File: src/rtl/switch_inport_pkg.sv
// Shared types and constants for the switch/button INPORT capture path.
package switch_inport_pkg;

  localparam int DEFAULT_DEBOUNCE_CYCLES = 500000;
  localparam int INPORT_WIDTH            = 32;

  typedef enum logic [1:0] {
    KEY_RELEASED     = 2'd0,
    KEY_PRESS_WAIT   = 2'd1,
    KEY_PRESSED      = 2'd2,
    KEY_RELEASE_WAIT = 2'd3
  } key_state_e;

endpackage

File: src/rtl/level_debouncer.sv
// Two-flop synchronizer plus a shared stability counter: a new level is accepted only after it
// has been seen unchanged for DEBOUNCE_CYCLES consecutive clocks.
module level_debouncer
  import switch_inport_pkg::*;
#(
  parameter int               WIDTH           = 1,
  parameter int               DEBOUNCE_CYCLES = DEFAULT_DEBOUNCE_CYCLES,
  parameter int               CNT_W           = $clog2(DEBOUNCE_CYCLES + 1),
  parameter logic [WIDTH-1:0] RESET_VAL       = '0
) (
  input  logic             i_clk,
  input  logic             i_rst_n,
  input  logic [WIDTH-1:0] i_raw,
  output logic [WIDTH-1:0] o_sync,
  output logic [WIDTH-1:0] o_stable,
  output logic             o_load
);

  localparam logic [CNT_W-1:0] LP_LAST = CNT_W'(DEBOUNCE_CYCLES - 1);

  logic [WIDTH-1:0] r_meta;
  logic [WIDTH-1:0] r_sync;
  logic [WIDTH-1:0] r_sync_q;
  logic [WIDTH-1:0] r_stable;
  logic [CNT_W-1:0] r_cnt;

  logic w_differs;
  logic w_restart;
  logic w_load;

  always_ff @(posedge i_clk or negedge i_rst_n) begin
    if (!i_rst_n) begin
      r_meta   <= RESET_VAL;
      r_sync   <= RESET_VAL;
      r_sync_q <= RESET_VAL;
    end else begin
      r_meta   <= i_raw;
      r_sync   <= r_meta;
      r_sync_q <= r_sync;
    end
  end

  // A change of the synchronized value while already counting means it is still bouncing.
  always_comb begin
    w_differs = (r_sync != r_stable);
    w_restart = (r_cnt != '0) && (r_sync != r_sync_q);
    w_load    = w_differs && !w_restart && (r_cnt == LP_LAST);
  end

  always_ff @(posedge i_clk or negedge i_rst_n) begin
    if (!i_rst_n) begin
      r_cnt    <= '0;
      r_stable <= RESET_VAL;
    end else if (!w_differs) begin
      r_cnt <= '0;
    end else if (w_restart) begin
      r_cnt <= CNT_W'(1);
    end else if (w_load) begin
      r_cnt    <= '0;
      r_stable <= r_sync;
    end else begin
      r_cnt <= r_cnt + 1'b1;
    end
  end

  assign o_sync   = r_sync;
  assign o_stable = r_stable;
  assign o_load   = w_load;

endmodule

File: src/rtl/switch_inport_capture.sv
// Board switch/enter-key front end for the CPU INPORT: one handshaken 32-bit word per key press.
// Define INPORT_AUTO_CAPTURE_EN to also capture on every debounced switch change.
module switch_inport_capture
  import switch_inport_pkg::*;
#(
  parameter int SW_WIDTH        = 8,
  parameter int DEBOUNCE_CYCLES = DEFAULT_DEBOUNCE_CYCLES
) (
  input  logic                    CLOCK_50,
  input  logic                    reset_n,
  input  logic [SW_WIDTH-1:0]     sw_raw,
  input  logic                    key_raw,
  input  logic                    rd_ack,
  output logic [INPORT_WIDTH-1:0] inport_data,
  output logic                    inport_valid,
  output logic                    overrun,
  output logic [SW_WIDTH-1:0]     sw_stable
);

  localparam int CNT_W = $clog2(DEBOUNCE_CYCLES + 1);

  logic [SW_WIDTH-1:0]     w_sw_sync;
  logic                    w_sw_load;
  logic                    w_key_sync;
  logic                    w_key_stable;
  logic                    w_key_load;
  logic                    w_press;
  logic                    w_capture;
  logic [SW_WIDTH-1:0]     w_capture_sw;
  logic [INPORT_WIDTH-1:0] w_capture_word;

  key_state_e r_key_state;
  key_state_e w_key_state_nxt;

  logic [INPORT_WIDTH-1:0] r_data;
  logic                    r_valid;
  logic                    r_overrun;

  level_debouncer #(
    .WIDTH          (SW_WIDTH),
    .DEBOUNCE_CYCLES(DEBOUNCE_CYCLES),
    .CNT_W          (CNT_W),
    .RESET_VAL      ('0)
  ) u_sw_debounce (
    .i_clk   (CLOCK_50),
    .i_rst_n (reset_n),
    .i_raw   (sw_raw),
    .o_sync  (w_sw_sync),
    .o_stable(sw_stable),
    .o_load  (w_sw_load)
  );

  // The key idles high (released), so its synchronizer and stable level reset to 1.
  level_debouncer #(
    .WIDTH          (1),
    .DEBOUNCE_CYCLES(DEBOUNCE_CYCLES),
    .CNT_W          (CNT_W),
    .RESET_VAL      (1'b1)
  ) u_key_debounce (
    .i_clk   (CLOCK_50),
    .i_rst_n (reset_n),
    .i_raw   (key_raw),
    .o_sync  (w_key_sync),
    .o_stable(w_key_stable),
    .o_load  (w_key_load)
  );

  always_ff @(posedge CLOCK_50 or negedge reset_n) begin
    if (!reset_n) begin
      r_key_state <= KEY_RELEASED;
    end else begin
      r_key_state <= w_key_state_nxt;
    end
  end

  // Press events come only from PRESS_WAIT, so a held key or release bounce never re-fires.
  always_comb begin
    w_key_state_nxt = r_key_state;
    w_press         = 1'b0;
    case (r_key_state)
      KEY_RELEASED: begin
        if (!w_key_sync) w_key_state_nxt = KEY_PRESS_WAIT;
      end
      KEY_PRESS_WAIT: begin
        if (w_key_load && w_key_stable) begin
          w_key_state_nxt = KEY_PRESSED;
          w_press         = 1'b1;
        end else if (w_key_sync) begin
          w_key_state_nxt = KEY_RELEASED;
        end
      end
      KEY_PRESSED: begin
        if (w_key_sync) w_key_state_nxt = KEY_RELEASE_WAIT;
      end
      KEY_RELEASE_WAIT: begin
        if (w_key_load && !w_key_stable) begin
          w_key_state_nxt = KEY_RELEASED;
        end else if (!w_key_sync) begin
          w_key_state_nxt = KEY_PRESSED;
        end
      end
      default: w_key_state_nxt = KEY_RELEASED;
    endcase
  end

`ifdef INPORT_AUTO_CAPTURE_EN
  // A switch update captures the value being loaded this edge, not the old stable value.
  assign w_capture    = w_press | w_sw_load;
  assign w_capture_sw = w_sw_load ? w_sw_sync : sw_stable;
`else
  logic w_unused_sw;
  assign w_unused_sw  = w_sw_load ^ (^w_sw_sync);
  assign w_capture    = w_press;
  assign w_capture_sw = sw_stable;
`endif

  always_comb begin
    w_capture_word                 = '0;
    w_capture_word[SW_WIDTH-1:0]   = w_capture_sw;
  end

  // A same-cycle rd_ack means the old word was consumed, so that capture is not an overrun.
  always_ff @(posedge CLOCK_50 or negedge reset_n) begin
    if (!reset_n) begin
      r_data    <= '0;
      r_valid   <= 1'b0;
      r_overrun <= 1'b0;
    end else if (w_capture) begin
      r_data  <= w_capture_word;
      r_valid <= 1'b1;
      if (r_valid && !rd_ack) r_overrun <= 1'b1;
    end else if (rd_ack && r_valid) begin
      r_valid   <= 1'b0;
      r_overrun <= 1'b0;
    end
  end

  assign inport_data  = r_data;
  assign inport_valid = r_valid;
  assign overrun      = r_overrun;

endmodule

File: config.mk
export PLATFORM = sky130hd
export DESIGN_NAME = switch_inport_capture
export DESIGN_NICKNAME = d
export VERILOG_FILES = /design/src/rtl/switch_inport_pkg.sv /design/src/rtl/level_debouncer.sv /design/src/rtl/switch_inport_capture.sv
export SDC_FILE = /design/constraint.sdc
export NUM_CORES = 1
export LEC_CHECK = 0
export ABC_CLOCK_PERIOD_IN_PS = 2000
export CAP_MARGIN = 10
export CORE_MARGIN = 5
export CORE_UTILIZATION = 49
export CTS_BUF_LIST = sky130_fd_sc_hd__clkbuf_16
export CTS_CLUSTER_DIAMETER = 120
export DETAILED_ROUTE_END_ITERATION = 10
export MAX_ROUTING_LAYER = met4
export PLACE_DENSITY = 0.76
export SYNTH_ARGS = -nofsm -noshare
export SYNTH_HDL_FRONTEND = slang
export SYNTH_SLANG_ARGS = --single-unit
File: constraint.sdc
create_clock -name CLOCK_50 -period 2 [get_ports CLOCK_50]
set_input_delay 0.4 -clock CLOCK_50 [delete_from_list [all_inputs] [get_ports CLOCK_50]]
set_output_delay 0.4 -clock CLOCK_50 [all_outputs]
set_load 0.005 [all_outputs]
==> run summary, run 1 <==
The number of endpoints failing setup at the final stage was 5; the adder and majority cell fraction of the synthesized area was 1.29%. In this run the power density over the cells is 805 nW/um^2. The horizontal die dimension is 99.1 um. The source of the worst register-to-register timing path was u_key_debounce.r_cnt[0]. The tools report the remaining antenna violation count after routing as 0.

First-pass iteration count of the detailed router: 4. The share of the synthesized area in the top cell type came out at 52.7%. The total core area is 7730 um^2, and the max-slew violation total from the final report is 0.

Counting cells, the worst reg-to-reg path comes to 7. In the finished design, the share of the clock period the worst path needs comes to 102%. Summed over all layers, the routed wires come to 8.43 mm. The tools report the count of H-tree levels built during CTS as 3. The top achievable clock speed is 0.492 GHz. The die covers 9820 um^2. The endpoint identified for the worst register-to-register timing path is inport_data[0]. The first global-routing pass estimated 13.7 mm of wire. For this run, the number of standard cells in the final layout without fillers is 514. Across the run, the number of max-cap violations was 0. After detailed routing, the average wire length per cell comes to 16.4 um. The element type at the critical path end is a flip-flop. Between clock sinks in the finished design, the worst skew comes to 0.00673 ns. Summing the areas of all compound-gate instances in the mapped netlist gives 3.05% of the synthesized area. Setup slack on the worst reg-to-reg path comes out at -0.03 ns. In this run, CTS created clock tree buffers numbering 9.

The final reports fail on negative setup slack. By area, the combinational part of the netlist is dominated by simple AND/OR/NAND/NOR gates. The via count of the first global-routing pass came out at 2779. Synthesis inferred 86 register bits.

Commonest non-fill, non-tap cell in the layout: dfrtp_1. The flow ran to the end, but the final reports show violations. In this run the deepest clock path goes through 2 buffers. After detailed routing, the number of remaining DRC violations is 0. The count of different cell masters after synthesis is 41. The tools report the initial cell density of the core as 50.4%. The synthesized netlist devotes 11.7% of its cell area to XOR and XNOR gates.

Largest fanout on the critical path: 5. The multiplexer fraction of the synthesized cell area is 4.92%. The classification of the worst-slack hold path was in2async.

Traced cell by cell, the critical path runs through inv_2 -> ha_4 -> nor2b_4 -> a41oi_4 -> nor4_4 -> buf_6 -> mux2_4. After filler insertion, the fill cell instance count of the layout stands at 543. At the end of routability-driven placement, the weighted congestion stood at 0.853. Entering global routing, the biggest net connects 40 pins. The required time of the critical path was 2.21 ns; the total design power was 0.00397 W. After detailed placement, the design holds a cell count of 490. The tools report the CTS root buffer as clkbuf_16.

The worst setup path is launched from a flip-flop. The logs give 63.8% for the final core utilization and 0 for the antenna diode count. Summing the areas of all and, or, nand and nor instances in the mapped netlist gives 17.5% of the synthesized area. After floorplanning, the core was divided into 32 placement rows. Summing every instance area after synthesis gives 3890 um^2. The number of antenna violations at the first check in global routing is 0, and the count of boundary I/O pins is 54. In the post-synthesis netlist, the biggest area contributors are dfrtp_1, xnor2_1, xor2_1, mux2_2, buf_4. Worst-case setup slack after placement: -0.00277 ns. Setup repair after global routing could not meet its margin everywhere. The overall overflow remaining after global route was 0; the clock-pin slew of the registers on the worst-case setup and hold paths was 0.06 ns. The biggest area contributor in the post-synthesis netlist is dfrtp_1. From bottom edge to top edge, the die measures 99.1 um.

The synthesis-to-layout area growth was 26.6%. After the last flow step, the layout net total stands at 423. Data arrives at the worst endpoint at 2.25 ns.

The logs give 0 for the final number of hold-violating endpoints and 18.1% for the total global routing track utilization. TritonCTS built the clock tree. The count of input and output buffers came out at 29. The tools report the count of synthesis-stage warnings from yosys as 0. Clock latency on the worst-skew pair: 0.33 ns. The number of standard cells after synthesis was 344; the delay of the slowest cell on the worst path was 0.44 ns. The final route contains 2738 vias.

For this design, the sink count on the clock tree is 86. The setup path with the least slack is of type reg2reg. Using the TritonRoute via totals, the vias-per-cell ratio works out to 5.33.

Final hold analysis gives a worst-case slack of 0.0294 ns. The final critical delay including setup and external delays is 2.03 ns. A synthesized cell averages 11.3 um^2. In this run the static leakage power is 2.12 nW.

Cells with a size suffix above 1 make up 21.4% of the layout. In the layout the commonest cells are dfrtp_1, nor2_1, clkdlybuf4s50_1, buf_4, xnor2_1. Across the VDD grid, the largest voltage drop is 546 uV.

After the first detailed-routing iteration, the DRC count stood at 130. Slowest cell on the critical path: dfrtp_1. Once detailed placement completed, the half-perimeter wirelength came to 5.28 mm.

The final worst slack was -0.0331 ns. The sequential cell area fraction in the yosys report came out at 55.4%.
cells in the mapped netlist (all sizes together):
| cell type | count |
|---|---|
| dfrtp | 82 |
| nor2 | 31 |
| xnor2 | 27 |
| buf | 26 |
| xor2 | 25 |
| nor3 | 20 |
| nand2 | 18 |
| mux2 | 17 |
| nand3 | 17 |
| nor4 | 14 |
| nand4 | 10 |
| inv | 8 |
| and3 | 5 |
| clkbuf | 4 |
| dfstp | 4 |
| ha | 4 |
| a21oi | 3 |
| and4 | 3 |
| o21ai | 3 |
| nor2b | 2 |
| o211ai | 2 |
| o21bai | 2 |
| or2 | 2 |
| or3 | 2 |
| a21boi | 1 |
| a31oi | 1 |
| a41oi | 1 |
| and2 | 1 |
| conb | 1 |
| nand2b | 1 |
| nand4b | 1 |
| nand4bb | 1 |
| nor3b | 1 |
| nor4bb | 1 |
| o21a | 1 |
| o22ai | 1 |
| o41ai | 1 |
sequential cells by signal (all words and copies together) (netlist names), 2 cells and up:
signal	cells
u_sw_debounce.r_meta	8
u_sw_debounce.r_cnt	19
u_sw_debounce.r_sync_q	8
u_sw_debounce.o_stable	8
u_sw_debounce.o_sync	8
r_key_state	2
u_key_debounce.r_cnt	19
inport_data	8
power breakdown:
group,internal [W],switching [W]
clock,0.00110,0.000666
combinational,0.000144,0.000203
sequential,0.00180,0.0000557
worst max-delay path by stage:
stage	from	to	slack (ns)
final	u_key_debounce.r_cnt[0]	inport_data[0]	-0.03
after global placement	u_key_debounce.r_cnt[8]	inport_data[4]	0.06
after CTS	u_key_debounce.r_cnt[6]	inport_data[6]	0.01
after detailed placement	u_key_debounce.r_cnt[0]	inport_data[5]	-0.003
after floorplan	u_key_debounce.o_sync	inport_data[0]	0.004
after global routing	u_key_debounce.r_cnt[2]	inport_data[0]	-0.07
per-layer routing:
metal	wire length (um)	track usage, %
met5	0	-
met4	83	4.31
met3	456	5.33
met2	4260	29.3
met1	3630	22.5
worst max-delay path: cells and delay by family, from the launching register on:
kind / cells / cell delay (ns)
buffers and inverters: 2 / 0.32
and+or+nand+nor: 2 / 0.58
AOI/OAI and AO/OA: 1 / 0.16
adders and majority gates: 1 / 0.12
muxes: 1 / 0.31
DFF: 1 / 0.44
layout make-up:
class / count / area, um^2 / area share [%]
Tap cell: 102 / 128 / 2.59
Clock inverter: 7 / 96.3 / 1.96
Timing Repair Buffer: 59 / 533 / 10.8
Clock buffer: 9 / 225 / 4.57
Multi-Input combinational cell: 243 / 1760 / 35.7
Sequential cell: 86 / 2160 / 43.8
Inverter: 8 / 30.0 / 0.609
cell families after synthesis:
family,count (synthesis)
compound gates,16
flops,86
xor+xnor,52
fa+ha+maj,4
buf+inv,38
other cells,1
simple gates,130
mux,17
repair_timing:
| item | CTS | global route |
|---|---|---|
| resized for setup | 17 | 20 |
| endpoints found under the setup margin | 9 | 31 |
| setup buffers | 4 | 3 |
| endpoints found under the hold margin | 0 | 0 |
| hold buffers | 0 | 0 |
| gates cloned | 1 | 0 |
| pin swaps | 3 | 5 |
stage by stage:
stage / setup TNS (ns) / cell area [um^2]
2_1_floorplan: 0 / 3980
3_3_place_gp: 0 / 4370
3_5_place_dp: -0.00277 / 4370
4_1_cts: 0 / 4820
5_1_grt: -0.430 / 4930
6_report: -0.136 / 4930
Power figures use the tool's default switching activity.
==> inputs of run 2 (changes only) <==
--- a/config.mk
+++ b/config.mk
@@ -10,10 +10,10 @@
 export CORE_MARGIN = 5
 export CORE_UTILIZATION = 49
 export CTS_BUF_LIST = sky130_fd_sc_hd__clkbuf_16
-export CTS_CLUSTER_DIAMETER = 120
 export DETAILED_ROUTE_END_ITERATION = 10
 export MAX_ROUTING_LAYER = met4
 export PLACE_DENSITY = 0.76
+export SKIP_CTS_REPAIR_TIMING = 1
 export SYNTH_ARGS = -nofsm -noshare
 export SYNTH_HDL_FRONTEND = slang
 export SYNTH_SLANG_ARGS = --single-unit
==> run summary, run 2 (synthesis results as in run 1) <==
Final wirelength: 8.53 mm (+1.2%). The count of boundary I/O pins was 54 (unchanged); the number of endpoints failing setup at the final stage was 1 (-4). For the count of H-tree levels built during CTS, the log shows 3 (unchanged). For the area of the multi-input gates, the log shows 1730 um^2 (-1.5%). Total clock buffers created by CTS: 9 (unchanged). The tools report the initial cell density of the core as 50.4% (unchanged). The tools report the via count of the first global-routing pass as 2684 (-3.4%). The largest fanout on the critical path works out to 5 (unchanged). The run finished, with violations left. Average wire per standard cell: 16.6 um (+1.0%). The overall die height works out to 99.1 um (unchanged). The final core utilization came out at 63.5% (-0.24 points). The final number of hold-violating endpoints came out at 0 (unchanged). The logs give 12.9 mm (-5.7%) for the wire length of the first global-routing pass and 0 (unchanged) for the antenna diode count. The final clock skew was 0.00782 ns (+0.00110 ns); the register-to-register setup slack was -0.0003 ns (+0.03 ns). Setup repair after global routing could not meet its margin everywhere. The final critical delay including setup and external delays is 2.00 ns (-0.0328 ns). The worst path arrival time was 2.22 ns (-0.03 ns). In the layout the commonest cells are dfrtp_1, nor2_1, buf_4, clkdlybuf4s50_1, xnor2_1. The number of standard cells in the layout, taps in and fillers out was 515 (+0.19%); the first-pass iteration count of the detailed router was 4 (unchanged).

The max-slew violation total from the final report came out at 0 (unchanged). STA classifies the critical path startpoint as a flip-flop. For the pin count of the biggest net entering global routing, the log shows 40 (unchanged). The horizontal die dimension is 99.1 um (unchanged). The final worst slack is -0.000338 ns (+0.0328 ns), and the overall overflow remaining after global route is 0 (unchanged). The share of final-layout standard cells stronger than drive strength 1 was 21.8% (+0.43 points); the clock-pin slew of the registers on the worst-case setup and hold paths was 0.06 ns (about the same). For the area occupied by registers, the log shows 2160 um^2 (+0.17%).

The total global routing track utilization was 17.0% (-1.1 points). The library cell used most frequently in the layout, excluding fill and tap cells, is dfrtp_1. The sum of negative setup slack is -0.000338 ns (+0.135 ns), and the number of vias per cell after detailed routing is 5.33 (about the same).

The path class of the tightest hold or removal check is in2async. The tools report the buffer depth of the longest clock path as 2 (unchanged). The tools report the final net count as 424 (+0.24%).

Total core area: 7730 um^2 (unchanged). The final reports fail on negative setup slack. Cell depth of the worst flop-to-flop path: 6 (-1). The worst register-to-register path ends at inport_data[3]. The required time of the critical path is 2.22 ns (about the same). The largest registers in the layout are u_key_debounce.r_cnt (19), u_sw_debounce.r_cnt (19). The number of design-rule violations left by the first detailed-router iteration is 98 (-25%). The number of max-cap violations came out at 0 (unchanged). The row count is 32 (unchanged).

For the clock latency on the worst-skew pair, the log shows 0.33 ns (about the same). The number of sinks on the clock net is 86 (unchanged), and the worst hold slack across all endpoints is 0.0233 ns (-0.00613 ns). The run gives 2744 (+0.22%) as the via count of the routed design.

Fill cell instance count of the final layout: 555 (+2.2%). For the remaining antenna violation count after routing, the log shows 0 (unchanged). The run gives 0 (unchanged) as the number of antenna violations at the first check in global routing. The element type at the critical path end was a flip-flop. The count of input and output buffers came out at 29 (unchanged). The run gives 0.500 GHz (+1.6%) as the top achievable clock speed. For the total placed cells including tap cells, the log shows 490 (unchanged). For the sum of net half-perimeters after detailed placement, the log shows 5.28 mm (unchanged). The run gives 0.853 (unchanged) as the global placer's final weighted congestion. The run gives 2.12 nW (about the same) as the static leakage. The logs give 0 (unchanged) for the detailed-route DRC error count and 581 uV (+6.5%) for the peak supply drop. The source of the worst register-to-register timing path is u_key_debounce.r_cnt[1]. The worst setup path is of the reg2reg kind.

The synthesis-to-layout area growth works out to 26.1%. The tools report the CTS root buffer as clkbuf_16. The power density over cell area is 804 nW/um^2 (about the same). Die outline area: 9820 um^2 (unchanged). TritonCTS built the clock tree. Period utilization: 100% (-1.6 points).
-- run 2: cell types whose count changed in the layout (fill, tap and decap cells not counted), moves of 2 or more --
cell | previous run | this run
dfrtp_1 | 81 | 78
mux2_2 | 9 | 12
dfrtp_2 | 1 | 4
mux2_4 | 8 | 5
buf_4 | 28 | 30
-- run 2: area by class of cell --
| class | count | share of cell area [%] |
|---|---|---|
| Timing Repair Buffer | 60 | 10.9 |
| Tap cell | 102 | 2.60 |
| Sequential cell | 86 | 44.0 |
| Inverter | 8 | 0.612 |
| Multi-Input combinational cell | 243 | 35.3 |
| Clock buffer | 9 | 4.59 |
| Clock inverter | 7 | 1.96 |
-- run 2: worst max path at each step --
stage | startpoint | to | slack, ns | cells after the start
floorplan | u_key_debounce.o_sync | inport_data[0] | 0.004 | 6
global placement | u_key_debounce.r_cnt[8] | inport_data[4] | 0.06 | 5
detailed placement | u_key_debounce.r_cnt[0] | inport_data[5] | -0.003 | 6
CTS | u_key_debounce.r_cnt[0] | inport_data[0] | -0.04 | 6
global route | u_key_debounce.r_cnt[0] | inport_data[3] | -0.05 | 6
finish | u_key_debounce.r_cnt[1] | inport_data[3] | -0.0003 | 6
-- run 2: worst max-delay path, cell delays in order (launching register included) --
cell	delay, ns
dfrtp_2	0.42
ha_4	0.17
and4_4	0.25
nand3_2	0.10
nor4_4	0.38
buf_4	0.22
mux2_2	0.33
-- run 2: layer usage --
layer,GRT usage (%),vias to the layer above,routed length [um]
met3,5.19,7,489
met1,21.1,1378,3650
met4,3.57,0,74
li1,-,1266,-
met2,27.6,93,4320
met5,-,-,0
-- run 2: through the flow --
step / power, W / setup WS [ns] / instance area (um^2)
final: 0.00395 / -0.000338 / 4910
after global routing: 0.00412 / -0.0548 / 4910
after CTS: 0.00395 / -0.0450 / 4690
after detailed placement: 0.00218 / -0.00277 / 4370
after global placement: 0.00217 / 0.0598 / 4370
after floorplan: 0.00208 / 0.00371 / 3980
-- run 2: power by group --
| group | internal [W] | switching, W | total [W] |
|---|---|---|---|
| Clock | 0.00110 | 0.000670 | 0.00177 |
| Combinational | 0.000131 | 0.000196 | 0.000326 |
| Sequential | 0.00180 | 0.0000553 | 0.00185 |
| Total | 0.00303 | 0.000921 | 0.00395 |
